[config.mk]
export PLATFORM = sky130hd
export DESIGN_NAME = mac_sequencer
export DESIGN_NICKNAME = d
export VERILOG_FILES = /design/src/rtl/mac_sequencer.sv
export SDC_FILE = /design/constraint.sdc
export NUM_CORES = 1
export LEC_CHECK = 0
export BUFFER_PORTS_ARGS = -buffer_cell sky130_fd_sc_hd__buf_2
export CORE_ASPECT_RATIO = 2
export CORE_MARGIN = 5
export CORE_UTILIZATION = 46
export DETAILED_ROUTE_END_ITERATION = 10
export PLACE_DENSITY_LB_ADDON = 0.25
export SLEW_MARGIN = 20
export SYNTH_ARGS = -nofsm -noshare
export SYNTH_HDL_FRONTEND = slang
export SYNTH_SLANG_ARGS = --single-unit
[constraint.sdc]
create_clock -name clk -period 1.6 [get_ports clk]
set_input_delay 0.08 -clock clk [delete_from_list [all_inputs] [get_ports clk]]
set_output_delay 0.08 -clock clk [all_outputs]
set_load 0.05 [all_outputs]
[src/rtl/mac_sequencer.sv]
// rtl/mac_sequencer.sv - job sequencer driving the opcode-driven MAC datapath
module mac_sequencer #(
    parameter int          DATA_WIDTH = 8,
    parameter int          LEN_WIDTH  = 8,
    parameter logic [3:0]  OP_IDLE    = 4'hF,
    // Must track the MAC_* encodings of the mac instance.
    parameter logic [3:0]  MAC_RESET  = 4'h0,
    parameter logic [3:0]  MAC_REGA   = 4'h1,
    parameter logic [3:0]  MAC_REGB   = 4'h2,
    parameter logic [3:0]  MAC_MULT   = 4'h3,
    parameter logic [3:0]  MAC_ACC    = 4'h4,
    parameter logic [3:0]  MAC_MSW    = 4'h5,
    parameter logic [3:0]  MAC_LSW    = 4'h6
) (
    input  logic                      clk,
    input  logic                      a_reset_n,
    input  logic                      start,
    input  logic [LEN_WIDTH-1:0]      len,
    input  logic                      in_valid,
    output logic                      in_ready,
    input  logic [DATA_WIDTH-1:0]     in_a,
    input  logic [DATA_WIDTH-1:0]     in_b,
    output logic [3:0]                mac_opcode,
    output logic [DATA_WIDTH-1:0]     mac_data,
    input  logic [DATA_WIDTH-1:0]     mac_result,
    output logic                      res_valid,
    input  logic                      res_ready,
    output logic [2*DATA_WIDTH-1:0]   res_data,
    output logic                      busy
);

    typedef enum logic [3:0] {
        S_IDLE,
        S_CLEAR,
        S_LOAD_A,
        S_LOAD_B,
        S_MULT,
        S_ACC,
        S_RD_MSW,
        S_RD_LSW,
        S_CAP_LSW,
        S_RESULT
    } state_t;

    state_t                    state_q, state_d;
    logic [LEN_WIDTH-1:0]      remaining_q, remaining_d;
    logic [DATA_WIDTH-1:0]     b_hold_q, b_hold_d;
    logic [DATA_WIDTH-1:0]     msw_q, msw_d;
    logic [2*DATA_WIDTH-1:0]   res_q, res_d;
    logic [LEN_WIDTH-1:0]      remaining_dec;

    assign remaining_dec = remaining_q - LEN_WIDTH'(1);
    assign res_data      = res_q;
    assign busy          = (state_q != S_IDLE);

    always_comb begin
        state_d     = state_q;
        remaining_d = remaining_q;
        b_hold_d    = b_hold_q;
        msw_d       = msw_q;
        res_d       = res_q;
        mac_opcode  = OP_IDLE;
        mac_data    = '0;
        in_ready    = 1'b0;
        res_valid   = 1'b0;

        case (state_q)
            S_IDLE: begin
                if (start) begin
                    state_d     = S_CLEAR;
                    remaining_d = len;
                    b_hold_d    = '0;
                end
            end
            S_CLEAR: begin
                mac_opcode = MAC_RESET;
                state_d    = (remaining_q != '0) ? S_LOAD_A : S_RD_MSW;
            end
            S_LOAD_A: begin
                in_ready = 1'b1;
                if (in_valid) begin
                    mac_opcode = MAC_REGA;
                    mac_data   = in_a;
                    b_hold_d   = in_b;
                    state_d    = S_LOAD_B;
                end
            end
            S_LOAD_B: begin
                mac_opcode = MAC_REGB;
                mac_data   = b_hold_q;
                state_d    = S_MULT;
            end
            S_MULT: begin
                mac_opcode = MAC_MULT;
                state_d    = S_ACC;
            end
            S_ACC: begin
                mac_opcode  = MAC_ACC;
                remaining_d = remaining_dec;
                state_d     = (remaining_dec != '0) ? S_LOAD_A : S_RD_MSW;
            end
            S_RD_MSW: begin
                mac_opcode = MAC_MSW;
                state_d    = S_RD_LSW;
            end
            // The mac registers its read-back, so each word lands one state late.
            S_RD_LSW: begin
                mac_opcode = MAC_LSW;
                msw_d      = mac_result;
                state_d    = S_CAP_LSW;
            end
            S_CAP_LSW: begin
                res_d   = {msw_q, mac_result};
                state_d = S_RESULT;
            end
            S_RESULT: begin
                res_valid = 1'b1;
                if (res_ready) begin
                    state_d = S_IDLE;
                end
            end
            default: begin
                state_d = S_IDLE;
            end
        endcase
    end

    always_ff @(posedge clk or negedge a_reset_n) begin
        if (!a_reset_n) begin
            state_q     <= S_IDLE;
            remaining_q <= '0;
            b_hold_q    <= '0;
            msw_q       <= '0;
            res_q       <= '0;
        end else begin
            state_q     <= state_d;
            remaining_q <= remaining_d;
            b_hold_q    <= b_hold_d;
            msw_q       <= msw_d;
            res_q       <= res_d;
        end
    end

endmodule
* After elaboration in Yosys (flattened, before gate mapping)
Cells that the tools add are included.
Word-level totals: output and inout port bits 31, logic and storage cells 44, bits in registers 44, bits of input ports 37
Operators by class: equality and inequality tests 12, multiplexer cells 17, add/sub/neg operators 1, reduce and logical (&&, ||, !) cells 9
Operators by type and width (number):
- $pmux W8 S2 | 3
- $pmux W4 S10 | 1
- $mux W8 | 4
- $pmux W4 S7 | 1
- $eq A4 B3 Y1 const B | 4
- $mux W4 | 4
- $reduce_bool A8 Y1 | 2
- $eq A4 B2 Y1 const B | 2
- $eq A4 B4 Y1 const B | 2
- $sub A8 B1 Y8 const B | 1
- $mux W3 | 2
- $ne A2 B2 Y1 const B | 3
- $reduce_and A3 Y1 | 2
- $eq A4 B1 Y1 const B | 1
- $logic_not A4 Y1 | 1
- $reduce_bool A2 Y1 | 2
- $reduce_bool A4 Y1 | 1
- $mux W1 | 2
- $reduce_and A2 Y1 | 1

* Logic depth before layout (Yosys ltp)
Gate-level depths: netlist of run 1.
depth in word-level cells 4, gate-level depth with buffers 6, depth with buffers taken out 6

* Worst setup path before layout of run 1
OpenSTA, ideal clock, no wires.
path kind flip-flop to output port, start point register state_q[3], end point output port mac_data[0], data required time 1.520 ns, buffers on the path 1, arrival 1.690 ns, path slack -0.170 ns, stages on the path, launching flop included 4, cells stage by stage dfrtp_1 -> clkbuf_1 -> nor3_1 -> a22o_1
On the way: cells in the longest elaborated chain, start to end 2, elaborated cells between the ends (all ways) 3, those cells by class 2 x eq/ne; 1 x mux
Ends and longest elaborated chain:
- start, declared | RTL line 45 | state_t state_q, state_d;
- start signal, assigned | RTL line 136 | state_q <= state_d;
- $eq A4 B2 Y1 | RTL line 67 | case (state_q)
- $pmux W8 S2 (*) | RTL line 67
- end, declared | RTL line 24 | output logic [DATA_WIDTH-1:0] mac_data,
Mark *: on every way between the ends. The rest lies on a longest branch, timed or not.

* Worst setup path after layout of run 1
start point register state_q[0], end point output port mac_data[1]
Same word-level chain as after synthesis.

==> impl_metrics.json, run 1 <==
{
  "outcome": "finished with violations",
  "failing_checks": "setup timing",
  "end_kind": "primary output",
  "die_height_um": 109.4,
  "drt-total-wl_um": 6280,
  "synth_top_family_by_area": "simple AND/OR/NAND/NOR gates",
  "post-synth-top-count-cell": "sky130_fd_sc_hd__dfrtp_1",
  "synth_edf_count": 0,
  "r2r_setup_slack_ns": -0.03,
  "post_syn_area_per_cell_sq_um": 11.19,
  "rr_endpoint": "res_data[6]",
  "largest_net_degree_at_the_start_of_global_routing": 45,
  "grt_pass1_wl_um": 9252,
  "drt_drc_violations_left": 0,
  "number_of_fill_cells_in_the_layout": 336,
  "floorplan.core_area_sq_um": 4820,
  "synth_ff_type": "sky130_fd_sc_hd__dfrtp_1",
  "maxSlewHeadroom_pct": 62.38,
  "synth_xor_area_share_pct": 0.3855,
  "cts_root_buffer": "sky130_fd_sc_hd__clkbuf_8",
  "number_of_global_route_vias_before_repair": 1967,
  "flow.area_growth_from_synthesis_pct": 58.15,
  "tritoncts_buffer_count": 5,
  "initial_core_util_pct": 47.14,
  "r2r-start": "state_q[2]",
  "tightestPinTransition_ns": 0.5643,
  "detailedPlace.worstSlack_ns": -0.02737,
  "hold_depth": 3,
  "fin_ws_ns": -0.1040,
  "grt-ovfl-total": 0,
  "hold_viol": 0,
  "synthArstFlopShare_pct": 100.0,
  "synth.net_count": 243,
  "netSwitchingPower_w": 0.003644,
  "post-place-cells": 344,
  "globalRouteTotalUtil_pct": 18.63,
  "setup_violations": 31,
  "synth.lib_cells_used.distinct": 47,
  "total_negative_slack_for_setup_checks_ns": -1.205,
  "leakage_power_of_the_design_nw": 1.716,
  "comb_power_share_pct": 64.2,
  "muxShareOfSynthArea_pct": 13.22,
  "syn-instance-count": 203,
  "worstSetupStartpointType": "flip-flop",
  "cts-htree-levels": 2,
  "cts_tree": "built",
  "fraction_of_final_layout_cells_with_drive_strength_greater_than_1_pct": 59.94,
  "die_area_sq_um": 6530,
  "final_cell_count_no_fill": 369,
  "antenna_left": 0,
  "worstRegToRegCells": 5,
  "maxSlewViolCount": 0,
  "clock_power_share_pct": 10.6,
  "num_io_pins": 68,
  "port_buffers": 67,
  "post_synth_main_area_contributors": "sky130_fd_sc_hd__dfrtp_1 48%, sky130_fd_sc_hd__mux2_2 12%, sky130_fd_sc_hd__o21ai_0 3.3%",
  "maxClockFrequency_mhz": 586.9,
  "pwr-share-seq_pct": 25.2,
  "wire_per_inst_um": 17.02,
  "synth_top_area_share_pct": 48.46,
  "ys_ff_latch": 44,
  "clkSlewWorstSetupHoldPaths_ns": 0.09,
  "timing.hold.worst.start": "in_b[4]",
  "floorplan.rows": 36,
  "worst_setup_skew_after_layout_ns": 0.009306,
  "multiInputGateArea_sq_um": 1345,
  "detailed_place_hpwl_um": 4087,
  "viasPerCell": 5.469,
  "dr_pass1_iterations": 4,
  "first_iter_violations": 24,
  "power.density_nw_per_um2": 2258,
  "vias": 2018,
  "fraction_of_the_mapped_netlist_area_in_adder_cells_pct": 1.652,
  "cell_internal_pwr_w": 0.004470,
  "final-seq-area_sq_um": 1105,
  "irDropWorstVdd_mv": 1.597,
  "synthDominantAreaCellType": "sky130_fd_sc_hd__dfrtp_1",
  "final_nets": 351,
  "synth_seq_area_share_pct": 48.46,
  "diodes": 0,
  "synth.cells.most_frequent": "44 x sky130_fd_sc_hd__dfrtp_1, 24 x sky130_fd_sc_hd__mux2_2, 15 x sky130_fd_sc_hd__o21ai_0, 14 x sky130_fd_sc_hd__inv_1, 12 x sky130_fd_sc_hd__nor2_1",
  "clock_tree.buffer_depth": 2,
  "hold_path_class": "in2reg",
  "rsz0062_at_grt": "true",
  "netSwitchingFraction_pct": 44.91,
  "die_x_um": 59.70,
  "post_synth_instance_area_sq_um": 2272,
  "clock-sinks": 44,
  "maxCapViolations": 0,
  "synthesized_area_fraction_occupied_by_ao_oa_aoi_and_oai_cells_pct": 14.21,
  "grt_antenna_before_repair": 0,
  "final_period_minus_worst_setup_slack_ns": 1.704,
  "min_to": "b_hold_q[4]",
  "critical_path_required_ns": 1.52,
  "worst-setup-path-type": "reg2out",
  "crit_path_max_fanout": 8,
  "timing.critical_path.arrival_ns": 1.62,
  "worstSkewPairLatency_ns": 0.29,
  "synth_simple_gate_area_share_pct": 16.30,
  "synth.yosys.warnings": 0,
  "gp_routability_congestion": 0.9092,
  "min_period_over_period_pct": 106.5
}
==> critical path, stage by stage (launching register included) <==
cell and delay [ns]:
sky130_fd_sc_hd__dfrtp_2 0.46, sky130_fd_sc_hd__nor4b_4 0.31, sky130_fd_sc_hd__and2_4 0.27, sky130_fd_sc_hd__a22o_4 0.14
sky130_fd_sc_hd__buf_8 0.14
==> kinds of logic after synthesis <==
logic type      count (synthesis)
xor+xnor                        1
buf+inv                        26
simple gates                   56
mux                            27
fa+ha+maj                       3
compound gates                 46
flops                          44
==> area by class of cell <==
cell class / instances / share of cell area (%)
clock buffer: 5 / 1.915
timing repair buffer: 112 / 25.03
inverter: 14 / 1.602
clock inverter: 3 / 1.288
sequential: 44 / 30.75
multi-input combinational: 134 / 37.43
tap: 57 / 1.985
==> worst max-delay path by stage <==
stage               slack [ns]  depth (start not counted)        endpoint           start
CTS                      -0.11                          5     mac_data[2]      state_q[2]
floorplan                -0.05                          4     res_data[0]      state_q[1]
global placement        -0.008                          5      state_q[2]  remaining_q[0]
global route             -0.20                          4     mac_data[1]      state_q[0]
finish                   -0.10                          4     mac_data[1]      state_q[0]
detailed placement       -0.03                          6  remaining_q[6]  remaining_q[1]
==> power by group through the flow <==
stage | logic (W) | registers (W) | clock network [W]
finish | 0.00521 | 0.00205 | 0.000860
global route | 0.00553 | 0.00211 | 0.000941
CTS | 0.00452 | 0.00201 | 0.000888
detailed placement | 0.00385 | 0.00200 | 0
global placement | 0.00378 | 0.00198 | 0
floorplan | 0.00213 | 0.00261 | 0
==> metrics by stage <==
step                      power [W]  util (%)  hold slack, ns  cell area, sq um
after floorplan            0.004747         -         -0.2156              2315
after global placement     0.005755     59.35          0.1922              2860
after detailed placement   0.005850     59.35          0.1927              2860
after CTS                  0.007420     68.82       0.0004970              3317
after global routing       0.008584     74.56        0.008204              3593
final                      0.008114     74.56         0.01086              3593
==> metal layers <==
metal / global-route usage, % / vias up / part of all wire (%)
met2: 35.60 / 51 / 58
li1: - / 952 / -
met4: 7.290 / 0 / 3.8
met3: 2.703 / 20 / 4.1
met1: 19.27 / 995 / 34
met5: 0 / - / 0
==> timing repair <==
action | CTS | global route
hold buffers | 2 | 0
cloned | 0 | 1
resized for setup | 67 | 56
endpoints found under the setup margin | 17 | 48
pin swaps | 11 | 19
setup buffers | 7 | 10
hold endpoints to repair | 45 | 0
==> layout by cell type (no fill, tap or decap), drive strengths merged, types with 2 or more instances in the layout <==
cell           n
or2            2
nor2          12
a211oi         2
nand2          8
clkbuf         5
o21ai         15
nor3           4
ha             3
dfrtp         44
mux2          24
a22o          10
buf          110
o221a          2
nor4b          2
dlygate4sd3    2
o21a           2
mux2i          3
nor4           5
inv           15
nand3         10
nand2b         5
a21oi          7
==> sequential cells by signal (all words and copies together), names as in the netlist <==
name         count
remaining_q      8
b_hold_q         8
state_q          4
msw_q            8
res_data        16
Power figures use the tool's default switching activity.
==> inputs of run 2 (changes only) <==
CORE_UTILIZATION = 47   (was 46)
CTS_BUF_LIST = sky130_fd_sc_hd__clkbuf_8   (was default)
==> impl_metrics.json, run 2 (same netlist as run 1, synthesis figures left out) <==
{
  "clock-sinks": 44,
  "detailed_place_hpwl_um": 3954,
  "layout_commonest_cell": "sky130_fd_sc_hd__buf_2",
  "maxClockFrequency_mhz": 571.6,
  "final_nets": 349,
  "fin_ws_ns": -0.1494,
  "setup_violations": 28,
  "first_iter_violations": 71,
  "globalRouteTotalUtil_pct": 19.69,
  "flow.area_growth_from_synthesis_pct": 57.65,
  "grt_antenna_before_repair": 0,
  "irDropWorstVdd_mv": 1.709,
  "drt_drc_violations_left": 0,
  "largest_reg_flops": 16,
  "layout_common_cells": "53 x sky130_fd_sc_hd__buf_2, 41 x sky130_fd_sc_hd__dfrtp_1, 24 x sky130_fd_sc_hd__buf_4",
  "postLayoutCellArea_sq_um": 3582,
  "cp_cell_sequence": "nor4b_4, and2_1, buf_6, a22o_4, buf_8",
  "clkSlewWorstSetupHoldPaths_ns": 0.08,
  "detailed_place.area_sq_um": 2843,
  "die_area_sq_um": 6409,
  "viasPerCell": 5.512,
  "utilization_pct": 77.17,
  "floorplan.core_area_sq_um": 4642,
  "total_negative_slack_for_setup_checks_ns": -1.996,
  "leakage_power_of_the_design_nw": 1.695,
  "min_period_over_period_pct": 109.3,
  "clock_tree.buffer_depth": 2,
  "cts_root_buffer": "sky130_fd_sc_hd__clkbuf_8",
  "outcome": "finished with violations",
  "worst_setup_skew_after_layout_ns": 0.006193,
  "die_height_um": 108.3,
  "grt-ovfl-total": 0,
  "maxCapViolations": 0,
  "worst_path_largest_cell_delay_ns": 0.46,
  "die_x_um": 59.17,
  "crit_path_max_fanout": 8,
  "hold_viol": 0,
  "wire_per_inst_um": 17.62,
  "diodes": 0,
  "dr_pass1_iterations": 4,
  "fraction_of_final_layout_cells_with_drive_strength_greater_than_1_pct": 61.94,
  "port_buffers": 67,
  "largest_net_degree_at_the_start_of_global_routing": 24,
  "total_power_w": 0.007939,
  "end_kind": "primary output",
  "worst-setup-path-type": "reg2out",
  "cts_tree": "built",
  "antenna_left": 0,
  "vias": 2012,
  "power.density_nw_per_um2": 2216,
  "maxSlewHeadroom_pct": 65.92,
  "rsz0062_at_grt": "true",
  "hold_path_class": "in2reg",
  "maxSlewViolCount": 0,
  "critical_path_required_ns": 1.52,
  "worstSkewPairLatency_ns": 0.29,
  "grt_pass1_wl_um": 9756,
  "tritoncts_buffer_count": 5,
  "floorplan.rows": 35,
  "drt-total-wl_um": 6432,
  "initial_core_util_pct": 48.95,
  "final_period_minus_worst_setup_slack_ns": 1.749,
  "tightestPinTransition_ns": 0.5112,
  "timing.critical_path.arrival_ns": 1.67,
  "gp_routability_congestion": 0.7823,
  "failing_checks": "setup timing",
  "worstSetupStartpointType": "flip-flop",
  "slowest_stage": "sky130_fd_sc_hd__dfrtp_2",
  "num_io_pins": 68,
  "number_of_global_route_vias_before_repair": 2146,
  "cts-htree-levels": 2
}
==> run 2: what timing repair did <==
action / CTS / global route
setup endpoints to repair: 38 / 57
endpoints found under the hold margin: 22 / 0
hold buffers: 2 / 0
pin swaps: 9 / 10
gates resized for setup: 59 / 63
setup buffers: 13 / 7
cloned: 1 / 0
==> run 2: final cells by class <==
class                           count  area (sq um)
Clock buffer                        5         68.82
Inverter                           14         55.05
Timing Repair Buffer              111         903.4
Fill cell                         307          1060
Multi-Input combinational cell    133          1361
Clock inverter                      3         20.02
Tap cell                           55         68.82
Sequential cell                    44          1105
==> run 2: metrics by stage <==
step / instances / setup slack (ns) / hold slack (ns)
2_1_floorplan: 203 / -0.04864 / -0.2156
3_3_place_gp: 335 / 0.01130 / 0.07655
3_5_place_dp: 335 / -0.07759 / 0.07610
4_1_cts: 359 / -0.1055 / 0.003882
5_1_grt: 365 / -0.2211 / 0.01029
6_report: 365 / -0.1494 / 0.007008
==> run 2: power by group <==
| part | leakage (nW) | switching [W] | internal [W] |
|---|---|---|---|
| Clock | 0.0455 | 0.000383 | 0.000304 |
| Combinational | 1.11 | 0.00285 | 0.00235 |
| Sequential | 0.535 | 0.000422 | 0.00162 |
| Total | 1.70 | 0.00366 | 0.00428 |
==> run 2: path summary, 6_finish.rpt <==
kind,startpoint,endpoint,slack [ns],cells after the start
worst max-delay path,state_q[2],mac_data[3],-0.15,5
worst min-delay path,in_b[0],b_hold_q[0],0.007,3
worst max register to register,remaining_q[1],state_q[2],-0.12,5
worst min register to register,msw_q[5],res_data[13],0.51,1
max in group asynchronous,a_reset_n,state_q[2],0.80,3
min in group asynchronous,a_reset_n,res_data[2],0.28,2
==> run 2: metal layers <==
| layer | part of all wire, % | track usage [%] |
|---|---|---|
| met3 | 4.7 | 3.465 |
| met5 | 0 | 0 |
| met1 | 35 | 20.55 |
| met4 | 2.2 | 8.266 |
| met2 | 58 | 36.87 |
==> run 2: critical path, delay by kind of cell, from the launching register on <==
family	cells	cell delay, ns
simple gates	2	0.47
flops	1	0.46
compound gates	1	0.14
buf+inv	2	0.30
==> inputs of run 3 (changes only) <==
TNS_END_PERCENT = 50   (was default)
==> impl_metrics.json, run 3 (same netlist as run 1, synthesis figures left out) <==
{
  "cell_internal_pwr_w": 0.003683,
  "grt_antenna_before_repair": 0,
  "largest_net_degree_at_the_start_of_global_routing": 25,
  "irDropWorstVdd_mv": 1.555,
  "netSwitchingPower_w": 0.003355,
  "min_to": "b_hold_q[6]",
  "clock-sinks": 44,
  "outcome": "finished with violations",
  "timing.critical_path.arrival_ns": 1.61,
  "detailed_place_hpwl_um": 4107,
  "comb_power_share_pct": 60.8,
  "crit_path_max_fanout": 8,
  "timing.hold.worst.start": "in_b[6]",
  "critical_path_required_ns": 1.52,
  "end_kind": "primary output",
  "hold_viol": 0,
  "tritoncts_buffer_count": 5,
  "postLayoutCellArea_sq_um": 3263,
  "failing_checks": "setup timing",
  "worst_hold_margin_ns": 0.01301,
  "wire_per_inst_um": 15.91,
  "floorplan.core_area_sq_um": 4642,
  "port_buffers": 67,
  "worst-setup-path-type": "reg2out",
  "hold_depth": 3,
  "initial_core_util_pct": 48.95,
  "floorplan.rows": 35,
  "detailedPlace.worstSlack_ns": -0.05744,
  "die_x_um": 59.17,
  "power.density_nw_per_um2": 2157,
  "r2r-start": "state_q[0]",
  "die_height_um": 108.3,
  "die_area_sq_um": 6409,
  "setup_violations": 16,
  "largest_reg_flops": 16,
  "r2r_setup_slack_ns": -0.09,
  "final_nets": 334,
  "min_period_over_period_pct": 105.6,
  "layout_commonest_cell": "sky130_fd_sc_hd__buf_2",
  "tightestPinTransition_ns": 0.5240,
  "diodes": 0,
  "clock_power_share_pct": 9.8,
  "grt_pass1_wl_um": 9149,
  "maxSlewHeadroom_pct": 65.06,
  "maxClockFrequency_mhz": 591.7,
  "final_cell_count_no_fill": 350,
  "vias": 1897,
  "first_iter_violations": 22,
  "antenna_left": 0,
  "netSwitchingFraction_pct": 47.67,
  "viasPerCell": 5.420,
  "number_of_global_route_vias_before_repair": 1999,
  "clock_tree.buffer_depth": 2,
  "drt-total-wl_um": 5570,
  "grt-ovfl-total": 0,
  "fraction_of_final_layout_cells_with_drive_strength_greater_than_1_pct": 58.31,
  "gp_routability_congestion": 0.8505,
  "maxCapViolations": 0,
  "rsz0062_at_grt": "true",
  "fin_ws_ns": -0.09008,
  "worstSkewPairLatency_ns": 0.30,
  "globalRouteTotalUtil_pct": 18.69,
  "layout_common_cells": "53 x sky130_fd_sc_hd__buf_2, 40 x sky130_fd_sc_hd__dfrtp_1, 26 x sky130_fd_sc_hd__buf_4",
  "worstRegToRegCells": 6,
  "total_negative_slack_for_setup_checks_ns": -1.033,
  "post-place-cells": 335,
  "flow.area_growth_from_synthesis_pct": 43.61,
  "pwr-share-seq_pct": 29.4,
  "clkSlewWorstSetupHoldPaths_ns": 0.08,
  "cts_tree": "built",
  "cts-htree-levels": 2,
  "detailed_place.area_sq_um": 2828,
  "worstSetupStartpointType": "flip-flop",
  "maxSlewViolCount": 0,
  "worst_setup_skew_after_layout_ns": 0.007812,
  "cts_root_buffer": "sky130_fd_sc_hd__clkbuf_8",
  "final_period_minus_worst_setup_slack_ns": 1.690,
  "num_io_pins": 68,
  "drt_drc_violations_left": 0,
  "dr_pass1_iterations": 3,
  "rr_endpoint": "remaining_q[6]",
  "leakage_power_of_the_design_nw": 1.541,
  "hold_path_class": "in2reg"
}
[run 3: per-stage QoR]
step           total power, W  utilization (%)
6_report             0.007038            70.30
5_1_grt              0.007500            70.30
4_1_cts              0.006835            67.95
3_5_place_dp         0.005744            60.92
3_3_place_gp         0.005666            60.92
2_1_floorplan        0.004742                -
[run 3: timing repair]
action                                  4_1_cts  5_1_grt
cloned                                        0        0
buffers inserted                              5        2
resized for setup                            48       31
pin swaps                                     8       10
endpoints found under the setup margin       24       46
hold buffers                                  1        0
hold endpoints to repair                     20        0
[run 3: final cells by class]
class,instances,area (sq um)
timing repair buffer,96,698.2
fill,356,1379
tap,55,68.82
inverter,14,52.55
clock inverter,3,20.02
sequential,44,1106
clock buffer,5,68.82
multi-input combinational,133,1249
[run 3: power by group through the flow]
stage               clock network [W]  registers (W)  logic (W)
finish                       0.000693        0.00207    0.00428
global route                 0.000768        0.00215    0.00459
CTS                          0.000728        0.00204    0.00407
detailed placement                  0        0.00203    0.00372
global placement                    0        0.00200    0.00367
floorplan                           0        0.00261    0.00213
[run 3: routing by layer]
metal,GRT usage [%],wire (um),vias to the layer above
met5,0,0,-
met4,6.321,115,0
met3,4.182,348,11
met2,35.92,3227,57
met1,18.76,1878,914
li1,-,-,915
[run 3: worst max-delay path by stage]
stage          slack (ns)             end           start
3_3_place_gp        -0.03  remaining_q[6]  remaining_q[1]
6_report            -0.09     mac_data[3]      state_q[0]
3_5_place_dp        -0.06  remaining_q[6]  remaining_q[1]
5_1_grt             -0.16     mac_data[5]      state_q[2]
4_1_cts             -0.14     mac_data[1]      state_q[3]
2_1_floorplan       -0.05     res_data[0]      state_q[1]
[run 3: critical path: stages, from the launching register on]
cell and delay (ns):
sky130_fd_sc_hd__dfrtp_1 0.43, sky130_fd_sc_hd__buf_4 0.18, sky130_fd_sc_hd__nand2_1 0.08, sky130_fd_sc_hd__nor3_2 0.04
sky130_fd_sc_hd__buf_4 0.17, sky130_fd_sc_hd__a22o_4 0.27, sky130_fd_sc_hd__buf_8 0.15
